File: src/rtl/dht11_pkg.sv
// DHT11 reader shared types: FSM states, frame layout, timing helpers.
package dht11_pkg;

    typedef enum logic [2:0] {
        ST_IDLE,
        ST_START,
        ST_WAIT_ACK,
        ST_ACK_LOW,
        ST_ACK_HIGH,
        ST_BIT_LOW,
        ST_BIT_HIGH,
        ST_CHECK
    } dht_state_e;

    localparam int unsigned FRAME_BITS = 40;

    localparam int unsigned BYTE_HUM_INT  = 0;
    localparam int unsigned BYTE_HUM_DEC  = 1;
    localparam int unsigned BYTE_TEMP_INT = 2;
    localparam int unsigned BYTE_TEMP_DEC = 3;
    localparam int unsigned BYTE_CSUM     = 4;

    localparam int unsigned FILTER_LEN = 8;

    function automatic int unsigned us_to_cycles(
        input longint unsigned us,
        input longint unsigned clk_hz
    );
        longint unsigned cyc;
        cyc = (us * clk_hz) / 64'd1_000_000;
        return cyc[31:0];
    endfunction

    // Bytes arrive MSB first, so byte 0 sits at the top of the frame.
    function automatic logic [7:0] frame_byte(
        input logic [FRAME_BITS-1:0] frame,
        input int unsigned           idx
    );
        logic [FRAME_BITS-1:0] s;
        s = frame << (8 * idx);
        return s[FRAME_BITS-1 -: 8];
    endfunction

endpackage

File: src/rtl/dht11_line_sync.sv
// DHT11 bus input conditioning: 2-FF synchronizer, rise/fall pulses.
// Define DHT11_GLITCH_FILTER_EN to add an 8-sample persistence filter.
module dht11_line_sync
    import dht11_pkg::*;
(
    input  logic clk,
    input  logic rst_n,
    input  logic din,
    output logic level,
    output logic rise,
    output logic fall
);

    logic [1:0] sync_q;
    logic       level_q;

    // Bus idles high through the pull-up, so reset to 1 avoids a fake edge.
    always_ff @(posedge clk) begin
        if (!rst_n) begin
            sync_q <= 2'b11;
        end else begin
            sync_q <= {sync_q[0], din};
        end
    end

`ifdef DHT11_GLITCH_FILTER_EN
    logic [2:0] run_q;
    logic       filt_q;

    always_ff @(posedge clk) begin
        if (!rst_n) begin
            run_q  <= '0;
            filt_q <= 1'b1;
        end else if (sync_q[1] != filt_q) begin
            if (run_q == 3'(FILTER_LEN - 1)) begin
                filt_q <= sync_q[1];
                run_q  <= '0;
            end else begin
                run_q <= run_q + 3'd1;
            end
        end else begin
            run_q <= '0;
        end
    end

    assign level = filt_q;
`else
    assign level = sync_q[1];
`endif

    always_ff @(posedge clk) begin
        if (!rst_n) begin
            level_q <= 1'b1;
        end else begin
            level_q <= level;
        end
    end

    assign rise = level & ~level_q;
    assign fall = ~level & level_q;

endmodule

File: src/rtl/dht11_reader.sv
// DHT11 single-wire master: start pulse, response timing, frame decode.
// Optional DHT11_GLITCH_FILTER_EN enables the input glitch filter.
module dht11_reader
    import dht11_pkg::*;
#(
    parameter int unsigned CLK_FREQ_HZ      = 50_000_000,
    parameter int unsigned SAMPLE_PERIOD_MS = 2000,
    parameter int unsigned START_LOW_US     = 18000,
    parameter int unsigned BIT_THRESH_US    = 50,
    parameter int unsigned TIMEOUT_US       = 200,
    parameter int unsigned FAIL_LIMIT       = 3
) (
    input  logic       clk,
    input  logic       rst_n,
    input  logic       dht_data_in,
    output logic       dht_data_oe,
    output logic [7:0] humidity_int,
    output logic [7:0] humidity_dec,
    output logic [7:0] temp_int,
    output logic [7:0] temp_dec,
    output logic       humidity_valid,
    output logic       data_update,
    output logic       sensor_error
);

    localparam longint unsigned HZ = 64'(CLK_FREQ_HZ);

    localparam int unsigned SAMPLE_CYC =
        us_to_cycles(64'(SAMPLE_PERIOD_MS) * 64'd1000, HZ);
    localparam int unsigned START_CYC =
        us_to_cycles(64'(START_LOW_US), HZ);
    localparam int unsigned BIT_CYC =
        us_to_cycles(64'(BIT_THRESH_US), HZ);
    localparam int unsigned TIMEOUT_CYC =
        us_to_cycles(64'(TIMEOUT_US), HZ);

    localparam int unsigned FAIL_W   = $clog2(FAIL_LIMIT + 1);
    localparam logic [5:0]  LAST_IDX = 6'(FRAME_BITS - 1);

    logic line_level;
    logic line_rise;
    logic line_fall;

    dht11_line_sync u_sync (
        .clk   (clk),
        .rst_n (rst_n),
        .din   (dht_data_in),
        .level (line_level),
        .rise  (line_rise),
        .fall  (line_fall)
    );

    dht_state_e            state_q, state_d;
    logic [31:0]           tmr_q, tmr_d;
    logic [5:0]            idx_q, idx_d;
    logic [FRAME_BITS-1:0] shreg_q, shreg_d;
    logic                  timeout;
    logic                  phase_end;
    logic                  bit_one;

    logic [7:0]        b_hum_int, b_hum_dec;
    logic [7:0]        b_temp_int, b_temp_dec;
    logic [7:0]        b_csum, csum;
    logic              good_frame, bad_frame;
    logic [FAIL_W-1:0] fail_q;

    always_ff @(posedge clk) begin
        if (!rst_n) begin
            state_q <= ST_IDLE;
            tmr_q   <= '0;
            idx_q   <= '0;
            shreg_q <= '0;
        end else begin
            state_q <= state_d;
            tmr_q   <= tmr_d;
            idx_q   <= idx_d;
            shreg_q <= shreg_d;
        end
    end

    assign phase_end = (tmr_q == TIMEOUT_CYC - 1);
    // The rise cycle itself is part of the high phase, hence the +1.
    assign bit_one   = ((tmr_q + 32'd1) >= BIT_CYC);

    always_comb begin
        state_d = state_q;
        idx_d   = idx_q;
        shreg_d = shreg_q;
        timeout = 1'b0;
        unique case (state_q)
            ST_IDLE: begin
                if (tmr_q == SAMPLE_CYC - 1) state_d = ST_START;
            end
            ST_START: begin
                if (tmr_q == START_CYC - 1) state_d = ST_WAIT_ACK;
            end
            ST_WAIT_ACK: begin
                if (line_fall)      state_d = ST_ACK_LOW;
                else if (phase_end) timeout = 1'b1;
            end
            ST_ACK_LOW: begin
                if (line_rise)      state_d = ST_ACK_HIGH;
                else if (phase_end) timeout = 1'b1;
            end
            ST_ACK_HIGH: begin
                if (line_fall) begin
                    state_d = ST_BIT_LOW;
                    idx_d   = '0;
                end else if (phase_end) begin
                    timeout = 1'b1;
                end
            end
            ST_BIT_LOW: begin
                if (line_rise)      state_d = ST_BIT_HIGH;
                else if (phase_end) timeout = 1'b1;
            end
            ST_BIT_HIGH: begin
                if (line_fall) begin
                    shreg_d = {shreg_q[FRAME_BITS-2:0], bit_one};
                    if (idx_q == LAST_IDX) begin
                        state_d = ST_CHECK;
                    end else begin
                        idx_d   = idx_q + 6'd1;
                        state_d = ST_BIT_LOW;
                    end
                end else if (phase_end) begin
                    timeout = 1'b1;
                end
            end
            ST_CHECK: begin
                state_d = ST_IDLE;
            end
            default: begin
                state_d = ST_IDLE;
            end
        endcase
        if (timeout) state_d = ST_IDLE;
        tmr_d = (state_d != state_q) ? '0 : tmr_q + 32'd1;
    end

    assign dht_data_oe = (state_q == ST_START);

    assign b_hum_int  = frame_byte(shreg_q, BYTE_HUM_INT);
    assign b_hum_dec  = frame_byte(shreg_q, BYTE_HUM_DEC);
    assign b_temp_int = frame_byte(shreg_q, BYTE_TEMP_INT);
    assign b_temp_dec = frame_byte(shreg_q, BYTE_TEMP_DEC);
    assign b_csum     = frame_byte(shreg_q, BYTE_CSUM);

    assign csum = b_hum_int + b_hum_dec + b_temp_int + b_temp_dec;

    assign good_frame = (state_q == ST_CHECK) && (csum == b_csum);
    assign bad_frame  = ((state_q == ST_CHECK) && (csum != b_csum))
                      || timeout;

    always_ff @(posedge clk) begin
        if (!rst_n) begin
            humidity_int   <= '0;
            humidity_dec   <= '0;
            temp_int       <= '0;
            temp_dec       <= '0;
            humidity_valid <= 1'b0;
            data_update    <= 1'b0;
            sensor_error   <= 1'b0;
            fail_q         <= '0;
        end else begin
            data_update  <= good_frame;
            sensor_error <= bad_frame;
            if (good_frame) begin
                humidity_int   <= b_hum_int;
                humidity_dec   <= b_hum_dec;
                temp_int       <= b_temp_int;
                temp_dec       <= b_temp_dec;
                humidity_valid <= 1'b1;
                fail_q         <= '0;
            end else if (bad_frame) begin
                if (fail_q != FAIL_W'(FAIL_LIMIT)) begin
                    fail_q <= fail_q + 1'b1;
                end
                // Drop valid on the failure that reaches the limit.
                if (fail_q >= FAIL_W'(FAIL_LIMIT - 1)) begin
                    humidity_valid <= 1'b0;
                end
            end
        end
    end

endmodule

File: config.mk
export PLATFORM = sky130hd
export DESIGN_NAME = dht11_reader
export DESIGN_NICKNAME = d
export VERILOG_FILES = /design/src/rtl/dht11_pkg.sv /design/src/rtl/dht11_line_sync.sv /design/src/rtl/dht11_reader.sv
export SDC_FILE = /design/constraint.sdc
export NUM_CORES = 1
export LEC_CHECK = 0
export CAP_MARGIN = 5
export CORE_MARGIN = 1.5
export CORE_UTILIZATION = 25
export CTS_CLUSTER_SIZE = 25
export DETAILED_ROUTE_END_ITERATION = 10
export GPL_TIMING_DRIVEN = 0
export PLACE_DENSITY_LB_ADDON = 0.15
export SETUP_SLACK_MARGIN = 0.1
export SYNTH_ARGS = -nofsm -noshare
export SYNTH_HDL_FRONTEND = slang
export SYNTH_SLANG_ARGS = --single-unit
File: constraint.sdc
create_clock -name clk -period 11 [get_ports clk]
set_input_delay 3.3 -clock clk [delete_from_list [all_inputs] [get_ports clk]]
set_output_delay 3.3 -clock clk [all_outputs]
set_load 0.01 [all_outputs]
==> out/metrics.yaml, run 1 <==
final_layout:
  final_area_sq_um: 7311
  area.sequential_sq_um: 2422
  multi_input_area_sq_um: 3232
  nets: 764
  nFillCells: 2512
  final_core_utilization_pct: 31.24
  areaGrowthSynthToFinish_pct: 23.19
  layout-drive-gt1-share_pct: 8.289
  diodes: 0
sta:
  fmax_ghz: 0.1970
  tns_ps: 0
  min_period_ps: 5076
  hold_violations: 0
  relSlewSlack_pct: 19.40
  rsz0062_at_grt: "no"
  finalSetupViolations: 0
  fin_crit_sh_pct: 46.15
  tightestPinTransition_ps: 1200
  drv_slew: 0
  worst_hold_slack_ps: 412.6
  skew_ps: 10.46
synthesis:
  ys_warn_count: 0
  synth_area_leaders: "dfxtp_1 41%, mux2i_1 6.2%, nand2_1 6.1%, xnor2_1 5.2%, nor2_1 5.1%"
  synth-edff-count: 0
  ys_ff_latch: 121
  ys.flop_type: "dfxtp_1"
  syn_nets: 707
  async_flop_share_pct: 0
  synth_top_cell_by_area: "dfxtp_1"
  synth_cells: 678
  syn_area_per_cell_sq_um: 8.753
  seq_area_frac_synth_pct: 40.82
  synthDominantCellAreaShare_pct: 40.82
  netlist_area_sq_um: 5934
  synth.distinct_cells: 63
hold_path:
  worstHoldPathCells: 1
  hold_class: "reg -> reg"
  hold_end: "u_sync.sync_q[1]"
  hp-start: "u_sync.sync_q[0]"
critical_path:
  rrSetupSlack_ps: 6500
  arrival_ps: 1780
  worstSetupPathType: "reg -> out"
  crit_path_max_fanout: 10
  crit_required_ps: 7700
  endpoint_kind: "primary output"
  reg2reg_to: "temp_int[5]"
  reg2reg_from: "shreg_q[9]"
  cp-start-kind: "flop"
  ff2ff_path_depth: 15
routing:
  vias: 4818
  wl_microns: 14920
  drt-vias-per-instance: 4.515
  drc: 0
  wl_per_cell_microns: 13.98
  drtIter0Drc: 242
  ant_nets: 0
  first_pass_iters: 4
place:
  dpl_cell_area_sq_um: 6714
  portBuffers: 38
  hpwl_microns: 10960
  gp_congestion: 0.8404
power_and_ir_drop:
  power_density_nw_per_um2: 139.7
  ir_worst_vdd_mv: 0.08270
  p_leak_nw: 2.585
clock_tree:
  cts_buffer_depth: 2
  hold_buffers: 0
  cts_tree: "done"
  htree_levels: 4
  cts_inserted_buffers: 17
  post_cts_buffers: 0
  path_clk_slew_ps: 50
  cts-resized-gates: 0
  worstSkewPairLatency_ps: 420
  cts.sinks: 121
  ctsRootBufferMaster: "clkbuf_16"
die:
  die_area_sq_um: 24670
  die_w_microns: 157.1
  rows: 56
  die_h_microns: 157.1
  core-area_sq_um: 23400
  boundaryPins: 39
  start_util_pct: 25.36
grt:
  grt_overflow: 0
  antenna_found_initial: 0
  grt_max_degree: 17
  grt_pass1_vias: 4821
  grt_pass1_wl_microns: 24980
  grt.total_usage_pct: 12.95
job:
  maxCapViolCount: 0
outcome:
  outcome: "complete, no violations"
[flip-flops by register name, indices dropped and copies added (netlist names), 3 cells and up]
signal        cells
shreg_q          40
humidity_int      8
idx_q             6
temp_int          8
temp_dec          8
humidity_dec      8
tmr_q            32
state_q           3
[cell families (layout without fill, tap and decap cells)]
kind of cell	after synthesis	count (layout)	share of synthesized area, %
flops	121	121	40.82
fa+ha+maj	26	26	7.253
compound gates	97	97	10.08
simple gates	285	285	22.92
buf+inv	58	128	4.723
mux	37	37	6.241
xor+xnor	54	54	7.970
[cells in the mapped netlist (6+ instances only)]
master,instances
a21o_1,6
a21oi_1,51
a31oi_1,6
and3_1,12
clkbuf_1,26
dfxtp_1,121
fa_1,14
ha_1,12
inv_1,20
mux2i_1,37
nand2_1,97
nand3_1,23
nand4_1,6
nor2_1,81
nor3_1,12
nor4_1,11
o21ai_0,11
or4_1,6
xnor2_1,35
xor2_1,19
[worst max path at each step]
stage,from,endpoint,slack (ps),cells after the start
6_report,state_q[2],dht_data_oe,5920,5
5_1_grt,state_q[2],dht_data_oe,5790,5
4_1_cts,state_q[0],dht_data_oe,5910,4
3_5_place_dp,rst_n,humidity_int[0],5850,5
3_3_place_gp,rst_n,humidity_dec[0],5880,5
2_1_floorplan,rst_n,humidity_dec[0],6900,4
[worst max-delay path, stage by stage (launching register included)]
cell and delay (ps):
dfxtp_1 340, clkbuf_8 170, nor2_1 140, nand2_1 110, inv_1 70, clkdlybuf4s50_1 530
[per-stage QoR]
step / total power [mW] / cells / setup WS (ps)
finish: 1.021 / 1067 / 5924
global route: 1.060 / 1067 / 5792
CTS: 1.036 / 1067 / 5910
detailed placement: 0.4661 / 1035 / 5852
global placement: 0.4659 / 1035 / 5884
floorplan: 0.4607 / 678 / 6896
[power breakdown]
group,internal [mW],switching (mW)
clock network,0.348,0.217
registers,0.440,0.00124
logic,0.00463,0.0106
[per-layer routing]
| metal | part of all wire (%) | global-route usage, % | vias to the layer above |
|---|---|---|---|
| li1 | - | - | 2430 |
| met1 | 49 | 16.40 | 2303 |
| met2 | 47 | 21.68 | 69 |
| met3 | 3.2 | 3.469 | 16 |
| met4 | 1.3 | 3.504 | 0 |
| met5 | 0 | 0 | - |
[final cells by class]
class                      instances  share of cell area, %
multi-input combinational        499                  44.21
timing repair buffer              38                  5.203
sequential                       121                  33.13
clock buffer                      20                  6.247
tap                              319                  5.460
buffer                            38                  2.807
inverter                          20                  1.027
clock inverter                    12                  1.917
[cells in the final DEF, fill, tap and decap left out, drive strengths merged, types with 14 or more instances in the layout]
master	Yosys	final
clkdlybuf4s50	0	38
xor2	19	19
dfxtp	121	121
nand3	23	23
mux2i	37	37
fa	14	14
a21oi	51	51
inv	20	23
and3	16	16
xnor2	35	35
nor2	83	83
nand2	97	97
clkbuf	29	49
Note: power is estimated with default switching activity, not from simulation.
==> inputs of run 2 (changes only) <==
==> constraint.sdc (replaced) <==
create_clock -name clk -period 4.9 [get_ports clk]
set_input_delay 1.47 -clock clk [delete_from_list [all_inputs] [get_ports clk]]
set_output_delay 1.47 -clock clk [all_outputs]
set_load 0.01 [all_outputs]
==> out/metrics.yaml, run 2 (same netlist as run 1, synthesis figures left out) <==
routing:
  ant_nets: 0
  drt-vias-per-instance: 4.516
  first_pass_iters: 5
  drc: 0
  vias: 4819
  wl_per_cell_microns: 13.97
  wl_microns: 14910
  drtIter0Drc: 234
sta:
  drv_slew: 0
  min_period_ps: 4497
  hold_violations: 0
  rsz0062_at_grt: "no"
  tns_ps: 0
  relSlewSlack_pct: 19.30
  fmax_ghz: 0.2224
  finalSetupViolations: 0
  skew_ps: 10.54
  fin_crit_sh_pct: 91.78
  tightestPinTransition_ps: 1201
  final.setup.worst_slack_ps: 402.8
final_layout:
  layout_common_cells: "121 x dfxtp_1, 97 x nand2_1, 81 x nor2_1"
  final-instance-count-excl-fill: 1067
  layout-drive-gt1-share_pct: 8.289
  final_common_cell: "dfxtp_1"
  regMostFlops: "shreg_q"
  diodes: 0
  nFillCells: 2511
  largest_reg_flops: 40
  nets: 764
  areaGrowthSynthToFinish_pct: 23.23
  multi_input_area_sq_um: 3232
  area.sequential_sq_um: 2422
  largestRegisters: "shreg_q: 40 flops, tmr_q: 32 flops"
clock_tree:
  cts_buffer_depth: 2
  ctsRootBufferMaster: "clkbuf_16"
  path_clk_slew_ps: 60
  cts.sinks: 121
  htree_levels: 4
  cts_tree: "done"
  cts_inserted_buffers: 17
  hold_buffers: 0
  worstSkewPairLatency_ps: 420
outcome:
  outcome: "complete, no violations"
grt:
  grt_pass1_wl_microns: 24980
  grt_max_degree: 17
  antenna_found_initial: 0
  grt.total_usage_pct: 12.95
  grt_overflow: 0
  grt_pass1_vias: 4821
job:
  maxCapViolCount: 0
hold_path:
  hold_class: "reg -> reg"
  worstHoldPathCells: 1
  hp-start: "u_sync.sync_q[0]"
  hold_end: "u_sync.sync_q[1]"
critical_path:
  worstSetupPathType: "reg -> reg"
  crit_required_ps: 5190
  critPathSlowestCell: "fa_1"
  cp-start-kind: "flop"
  endpoint_kind: "flop"
  path_cells: "fa_1, inv_1, fa_1, inv_1, ha_1, fa_1, a21o_1, a21oi_1, xnor2_1, or4_1, nor4_1, buf_2, buf_2, mux2i_1, nor2_1"
  rrSetupSlack_ps: 400
  ff2ff_path_depth: 15
  reg2reg_from: "shreg_q[9]"
  crit_path_max_fanout: 10
  worst_path_largest_cell_delay_ps: 540
  crit_top_cell: "fa_1"
  arrival_ps: 4790
  startpoint: "shreg_q[9]"
  reg2reg_to: "temp_int[5]"
die:
  die_h_microns: 157.1
  rows: 56
  die_w_microns: 157.1
  die_area_sq_um: 24670
  core-area_sq_um: 23400
  boundaryPins: 39
  start_util_pct: 25.36
power_and_ir_drop:
  p_leak_nw: 2.584
  pwr-share-comb_pct: 1.5
  p_switching_mw: 0.5137
  power_density_nw_per_um2: 313.5
  p_seq_share_pct: 43.2
  swShare_pct: 22.41
  internal_power_mw: 1.779
  ir_worst_vdd_mv: 0.1857
  clockPowerShare_pct: 55.3
place:
  gp_congestion: 0.8404
  hpwl_microns: 10960
  dp.cells: 1035
  post-place-ws_ps: 382.0
  portBuffers: 38
[run 2: stage by stage]
step / utilization (%) / hold WS [ps] / total power, mW / instance area [sq um]
detailed placement: 28.69 / 406.1 / 1.046 / 6714
CTS: 31.24 / 419.8 / 2.327 / 7311
floorplan: - / 386.3 / 1.034 / 5934
global placement: 28.69 / 403.2 / 1.046 / 6714
finish: 31.25 / 412.6 / 2.293 / 7313
global route: 31.25 / 461.6 / 2.380 / 7313
[run 2: worst max-delay path by stage]
stage	endpoint	slack, ps
final	temp_int[5]	400
after global routing	temp_int[1]	110
after CTS	humidity_dec[3]	360
after detailed placement	humidity_dec[3]	380
after global placement	humidity_dec[3]	410
after floorplan	humidity_dec[0]	860
[run 2: critical path, delay by kind of cell (launching register included)]
kind / cells / cell delay (ps)
multiplexers: 1 / 260
AO/OA/AOI/OAI: 2 / 430
buffers and inverters: 4 / 770
adder cells (fa/ha/maj): 4 / 1650
XOR/XNOR: 1 / 110
flip-flops: 1 / 350
AND/OR/NAND/NOR: 3 / 800
[run 2: final cells by class]
cell class | count | share of cell area [%]
clock inverters | 12 | 1.916
repair buffers | 38 | 5.201
inverters | 20 | 1.027
multi-input cells | 499 | 44.19
flip-flops and latches | 121 | 33.12
plain buffers | 38 | 2.840
well taps | 319 | 5.458
clock buffers | 20 | 6.245
[run 2: per-layer routing]
| metal | up-vias | track usage, % | part of all wire, % |
|---|---|---|---|
| li1 | 2430 | - | - |
| met5 | - | 0 | 0 |
| met1 | 2304 | 16.40 | 49 |
| met4 | 0 | 3.504 | 1.3 |
| met3 | 16 | 3.469 | 3.1 |
| met2 | 69 | 21.68 | 47 |
[run 2: power by group through the flow]
| stage | clock network [mW] | logic, mW | registers [mW] |
|---|---|---|---|
| detailed placement | 0 | 0.0350 | 1.01 |
| floorplan | 0 | 0.0234 | 1.01 |
| global route | 1.35 | 0.0384 | 0.990 |
| CTS | 1.30 | 0.0351 | 0.990 |
| finish | 1.27 | 0.0341 | 0.990 |
| global placement | 0 | 0.0346 | 1.01 |
[run 2: timing repair]
action,in CTS,in global routing
setup buffers,0,0
gates resized for setup,0,1
setup endpoints to repair,0,3
